===== config.mk =====
export PLATFORM = sky130hd
export DESIGN_NAME = hazard_stall_ctrl
export DESIGN_NICKNAME = d
export VERILOG_FILES = /design/src/rtl/hazard_stall_ctrl.sv
export SDC_FILE = /design/constraint.sdc
export NUM_CORES = 1
export LEC_CHECK = 0
export BUFFER_PORTS_ARGS = -buffer_cell sky130_fd_sc_hd__clkbuf_2
export CAP_MARGIN = 20
export CORE_MARGIN = 2
export CORE_UTILIZATION = 41
export CTS_BUF_LIST = sky130_fd_sc_hd__clkbuf_4
export DETAILED_ROUTE_END_ITERATION = 12
export GPL_TIMING_DRIVEN = 0
export HOLD_SLACK_MARGIN = 0.03
export PLACE_DENSITY = 0.82
export SLEW_MARGIN = 20
export SYNTH_ARGS = -nofsm -noshare
export SYNTH_HDL_FRONTEND = slang
export SYNTH_SLANG_ARGS = --single-unit

===== constraint.sdc =====
create_clock -name clk_i -period 2 [get_ports clk_i]
set_input_delay 0.3 -clock clk_i [delete_from_list [all_inputs] [get_ports clk_i]]
set_output_delay 0.3 -clock clk_i [all_outputs]
set_load 0.005 [all_outputs]

===== src/rtl/hazard_stall_ctrl.sv =====
// Pipeline hazard/stall sequencer: load-use and branch-operand bubbles, dmem freeze, taken-branch flush, memory watchdog.
// Optional performance counters are enabled with the HAZ_PERF_CNT_EN macro.
module hazard_stall_ctrl #(
   parameter int unsigned TMO_W       = 8,
   parameter int unsigned MEM_TIMEOUT = 200
) (
   input  logic        clk_i,
   input  logic        rst_i,
   input  logic [4:0]  id_rs1_i,
   input  logic [4:0]  id_rs2_i,
   input  logic        id_uses_rs2_i,
   input  logic        id_is_branch_i,
   input  logic        branch_taken_i,
   input  logic        ex_mem_read_i,
   input  logic        ex_reg_write_i,
   input  logic [4:0]  ex_rd_i,
   input  logic        dmem_stall_i,
   output logic        pc_write_o,
   output logic        if_id_write_o,
   output logic        if_id_flush_o,
   output logic        id_ex_bubble_o,
   output logic        id_ex_hold_o,
   output logic        ex_mem_hold_o,
   output logic [1:0]  state_o,
   output logic        err_o,
   output logic [31:0] stall_cnt_o,
   output logic [31:0] flush_cnt_o
);

   typedef enum logic [1:0] {
      RUN      = 2'd0,
      LU2      = 2'd1,
      MEM_WAIT = 2'd2
   } state_e;

   localparam logic [TMO_W-1:0] WD_LAST = TMO_W'(MEM_TIMEOUT - 1);
   localparam logic [TMO_W-1:0] WD_MAX  = '1;

   state_e            state_q, state_d;
   state_e            saved_q, saved_d;
   state_e            eff_state;
   logic [TMO_W-1:0]  wd_q, wd_d;
   logic              err_q, err_d;
   logic              rs_match, lu_hit, br_hit;

   assign rs_match = (ex_rd_i == id_rs1_i) || (id_uses_rs2_i && (ex_rd_i == id_rs2_i));
   assign lu_hit   = ex_mem_read_i && (ex_rd_i != 5'd0) && rs_match;
   assign br_hit   = id_is_branch_i && ex_reg_write_i && !ex_mem_read_i && (ex_rd_i != 5'd0) && rs_match;

   // After a memory stall releases, behave as the state that was interrupted.
   assign eff_state = (state_q == MEM_WAIT) ? saved_q : state_q;

   always_comb begin
      pc_write_o     = 1'b1;
      if_id_write_o  = 1'b1;
      if_id_flush_o  = 1'b0;
      id_ex_bubble_o = 1'b0;
      id_ex_hold_o   = 1'b0;
      ex_mem_hold_o  = 1'b0;
      state_d        = RUN;
      saved_d        = saved_q;
      if (!rst_i) begin
         pc_write_o     = 1'b0;
         if_id_write_o  = 1'b0;
         if_id_flush_o  = 1'b1;
         id_ex_bubble_o = 1'b1;
         saved_d        = RUN;
      end else if (dmem_stall_i) begin
         pc_write_o    = 1'b0;
         if_id_write_o = 1'b0;
         id_ex_hold_o  = 1'b1;
         ex_mem_hold_o = 1'b1;
         state_d       = MEM_WAIT;
         saved_d       = eff_state;
      end else if (eff_state == LU2) begin
         pc_write_o     = 1'b0;
         if_id_write_o  = 1'b0;
         id_ex_bubble_o = 1'b1;
      end else if (lu_hit || br_hit) begin
         pc_write_o     = 1'b0;
         if_id_write_o  = 1'b0;
         id_ex_bubble_o = 1'b1;
         state_d        = (lu_hit && id_is_branch_i) ? LU2 : RUN;
      end else if (branch_taken_i) begin
         if_id_flush_o = 1'b1;
      end
   end

   // Watchdog counts consecutive stalled cycles and saturates.
   always_comb begin
      wd_d  = '0;
      err_d = err_q;
      if (dmem_stall_i) begin
         wd_d = (wd_q == WD_MAX) ? wd_q : wd_q + TMO_W'(1);
         if (wd_q == WD_LAST) err_d = 1'b1;
      end
   end

   always_ff @(posedge clk_i) begin
      if (!rst_i) begin
         state_q <= RUN;
         saved_q <= RUN;
         wd_q    <= '0;
         err_q   <= 1'b0;
      end else begin
         state_q <= state_d;
         saved_q <= saved_d;
         wd_q    <= wd_d;
         err_q   <= err_d;
      end
   end

   assign state_o = state_q;
   assign err_o   = err_q;

`ifdef HAZ_PERF_CNT_EN
   logic [31:0] stall_cnt_q, stall_cnt_d;
   logic [31:0] flush_cnt_q, flush_cnt_d;

   always_comb begin
      stall_cnt_d = stall_cnt_q + (pc_write_o ? 32'd0 : 32'd1);
      flush_cnt_d = flush_cnt_q + (if_id_flush_o ? 32'd1 : 32'd0);
   end

   always_ff @(posedge clk_i) begin
      if (!rst_i) begin
         stall_cnt_q <= '0;
         flush_cnt_q <= '0;
      end else begin
         stall_cnt_q <= stall_cnt_d;
         flush_cnt_q <= flush_cnt_d;
      end
   end

   assign stall_cnt_o = stall_cnt_q;
   assign flush_cnt_o = flush_cnt_q;
`else
   assign stall_cnt_o = 32'd0;
   assign flush_cnt_o = 32'd0;
`endif

endmodule


==> flow_summary.toml <==
[status]
run_status = "finished clean"

[clocking]
root_buffer = "clkbuf_4"
htreeDepth = 1
post-cts-setup-buffer-count = 0
clkSinkCount = 13
cts_inserted_buffers = 3
clkSlewWorstSetupHoldPaths_ns = 0.07
clk_latency_ns = 0.27
clockBufferDepth = 2
tritoncts = "yes"

[worst_setup_path]
cp-end-kind = "output port"
cp.required_ns = 1.70
worst-setup-path-type = "input port to output port"
critPathLaunchType = "input port"
path_max_fanout = 4
worstPathArrival_ns = 1.60

[detailed_routing]
vias_per_cell = 3.742
post_drt_wl_per_cell_um = 7.919
first_pass_iters = 3
routed_wl_um = 2241
ant_nets = 0
num_vias = 1059
drc = 0
dr.first_iter.drc_count = 10

[placed_design]
gp_congestion = 0.7651
portBuffers = 31
hpwl_um = 2015

[synthesis]
synth-seq-cells = 13
yosysSeqAreaShare = 0.2090
syn_inst = 154
syn_area_um2 = 1245
avgSynthCellArea_um2 = 8.084
yosysWarnings = 0
synth.distinct_cells = 33

[floorplan]
die_w_um = 59.11
die_h_um = 59.11
rows = 19
die_area_um2 = 3493
initial_core_util = 0.4401
ioPinCount = 96
core_area_um2 = 2829

[grt]
grt_max_degree = 11
antenna_found_initial = 0
grt_pass1_vias = 823
overflow = 0
grt_usage = 0.1210
grt_pass1_wl_um = 3325

[power_and_ir_drop]
ir_drop_uv = 295.2
finalPower_mw = 0.6503
p_per_area_nw_per_um2 = 380.2
power.leakage_nw = 0.9901

[sta]
grt_setup_unrepaired = "no"
maxSlewViolCount = 0
setup_viol = 0
whs_ns = 0.2471
setup_tns_ns = 0
finalHoldViolCount = 0
fin_crit_sh = 0.9500
min_period_ns = 1.900
skew_ns = 0.002950
clock.fmax_mhz = 526.3

[final_layout]
syn_to_final_growth_pct = 37.39
final_layout_size_suffix_gt1_frac = 0.4206
antennaDiodeCount = 0
layout.nets = 277

[min_path]
min_path_type = "input port to register"

[job]
max_cap_violations = 0
-- area by class of cell --
type                       instances  area (um2)
multi-input combinational        135       718.2
timing repair buffer              31       155.1
sequential                        13       261.5
fill                             276        1119
tap                               31       38.79
inverter                           3       11.26
clock buffer                       4       30.03
buffer                            66       495.5
-- layout by cell type (no fill, tap or decap), types with 3 or more instances in the layout --
cell,n
nand2_1,6
inv_1,3
clkbuf_4,4
clkbuf_2,31
nand2b_1,3
buf_4,66
xnor2_1,8
nand4_1,3
conb_1,64
nor2_1,13
nor3_1,3
nand3_1,3
xor2_1,5
dfxtp_1,12
-- worst paths after layout --
path / slack, ns / depth (start not counted) / startpoint / to
worst min-delay path: 0.25 / 3 / ex_mem_read_i / state_o[0]$_SDFF_PP0_
worst max-delay path: 0.1 / 7 / ex_rd_i[0] / pc_write_o
worst min register to register: 0.48 / 1 / err_o$_SDFFE_PN0P_ / err_o$_SDFFE_PN0P_
worst max register to register: 0.50 / 5 / wd_q[0]$_SDFFE_PN0P_ / wd_q[1]$_SDFFE_PN0P_
-- critical path, cell delays in order --
cell and delay [ns]:
clkbuf_2 0.11, or4_1 0.58, nor2_4 0.14, nor2_1 0.07
a21oi_2 0.18, buf_4 0.12, clkbuf_2 0.10
-- routing by layer --
metal  GRT usage  wire length [um]  vias up
li1            -                 -      583
met1      0.1272               836      414
met2      0.2190              1073       54
met3     0.03493               271        8
met4     0.05844                60        0
met5           0                 0        -
-- cells by family (layout without fill, tap and decap cells) --
group	Yosys count	after routing	share of synthesized area
adder cells (fa/ha/maj)	1	1	0.01005
flip-flops	13	13	0.2090
AND/OR/NAND/NOR	42	42	0.1779
other	1	64	0.003012
multiplexers	1	1	0.008041
XOR/XNOR	13	13	0.09146
AO/OA/AOI/OAI	14	14	0.09348
buffers and inverters	69	104	0.4070
-- registers in the layout, summed over array words and instances, names as in the netlist --
name and cells:
state_o 2, err_o 1, wd_q 8, saved_q 2
-- where the power goes --
group          switching, mW  internal (mW)  leakage [nW]  total [mW]
Clock                 0.0764         0.0908        0.0184       0.167
Combinational         0.0909          0.127         0.866       0.218
Sequential           0.00311          0.262         0.106       0.265
-- what timing repair did --
| item | CTS | global route |
|---|---|---|
| hold buffers | 0 | 0 |
| pin swaps | 0 | 0 |
| resized for setup | 1 | 1 |
| endpoints found under the setup margin | 1 | 1 |
-- metrics by stage --
| step | area [um2] | utilization | std cells | setup WS [ns] |
|---|---|---|---|---|
| global placement | 1675 | 0.5922 | 279 | 0.02898 |
| detailed placement | 1675 | 0.5922 | 279 | 0.01713 |
| global route | 1710 | 0.6046 | 283 | 0.01267 |
| finish | 1710 | 0.6046 | 283 | 0.09991 |
| CTS | 1709 | 0.6042 | 283 | 0.06310 |
| floorplan | 1481 | - | 217 | 0.3036 |
-- cell usage after synthesis --
library cell / number / area [um2]
buf_4: 66 / 495.5
o21a_1: 1 / 7.510
dfxtp_1: 13 / 260.3
o32a_1: 1 / 10.01
or2_2: 1 / 6.260
xor2_1: 5 / 43.79
nor4_1: 2 / 12.51
a211oi_1: 1 / 7.510
o32ai_1: 1 / 8.760
or4_1: 1 / 7.510
nand2_1: 6 / 22.52
conb_1: 1 / 3.750
o2111ai_1: 2 / 17.52
o211ai_1: 1 / 7.510
a21oi_1: 3 / 15.01
mux2i_1: 1 / 10.01
a32oi_1: 1 / 8.760
nand3_1: 3 / 15.01
and3_1: 2 / 12.51
ha_1: 1 / 12.51
nor2_4: 1 / 11.26
nand4_1: 3 / 18.77
o41ai_2: 1 / 16.27
nor2_1: 13 / 48.80
a22oi_1: 1 / 7.510
nand4b_1: 1 / 8.760
nor3_1: 3 / 15.01
nand2b_1: 3 / 18.77
nor2b_1: 2 / 12.51
o211a_1: 1 / 10.01
xnor2_1: 8 / 70.07
inv_1: 3 / 11.26
nand4bb_1: 1 / 11.26
Note: power is estimated with default switching activity, not from simulation.
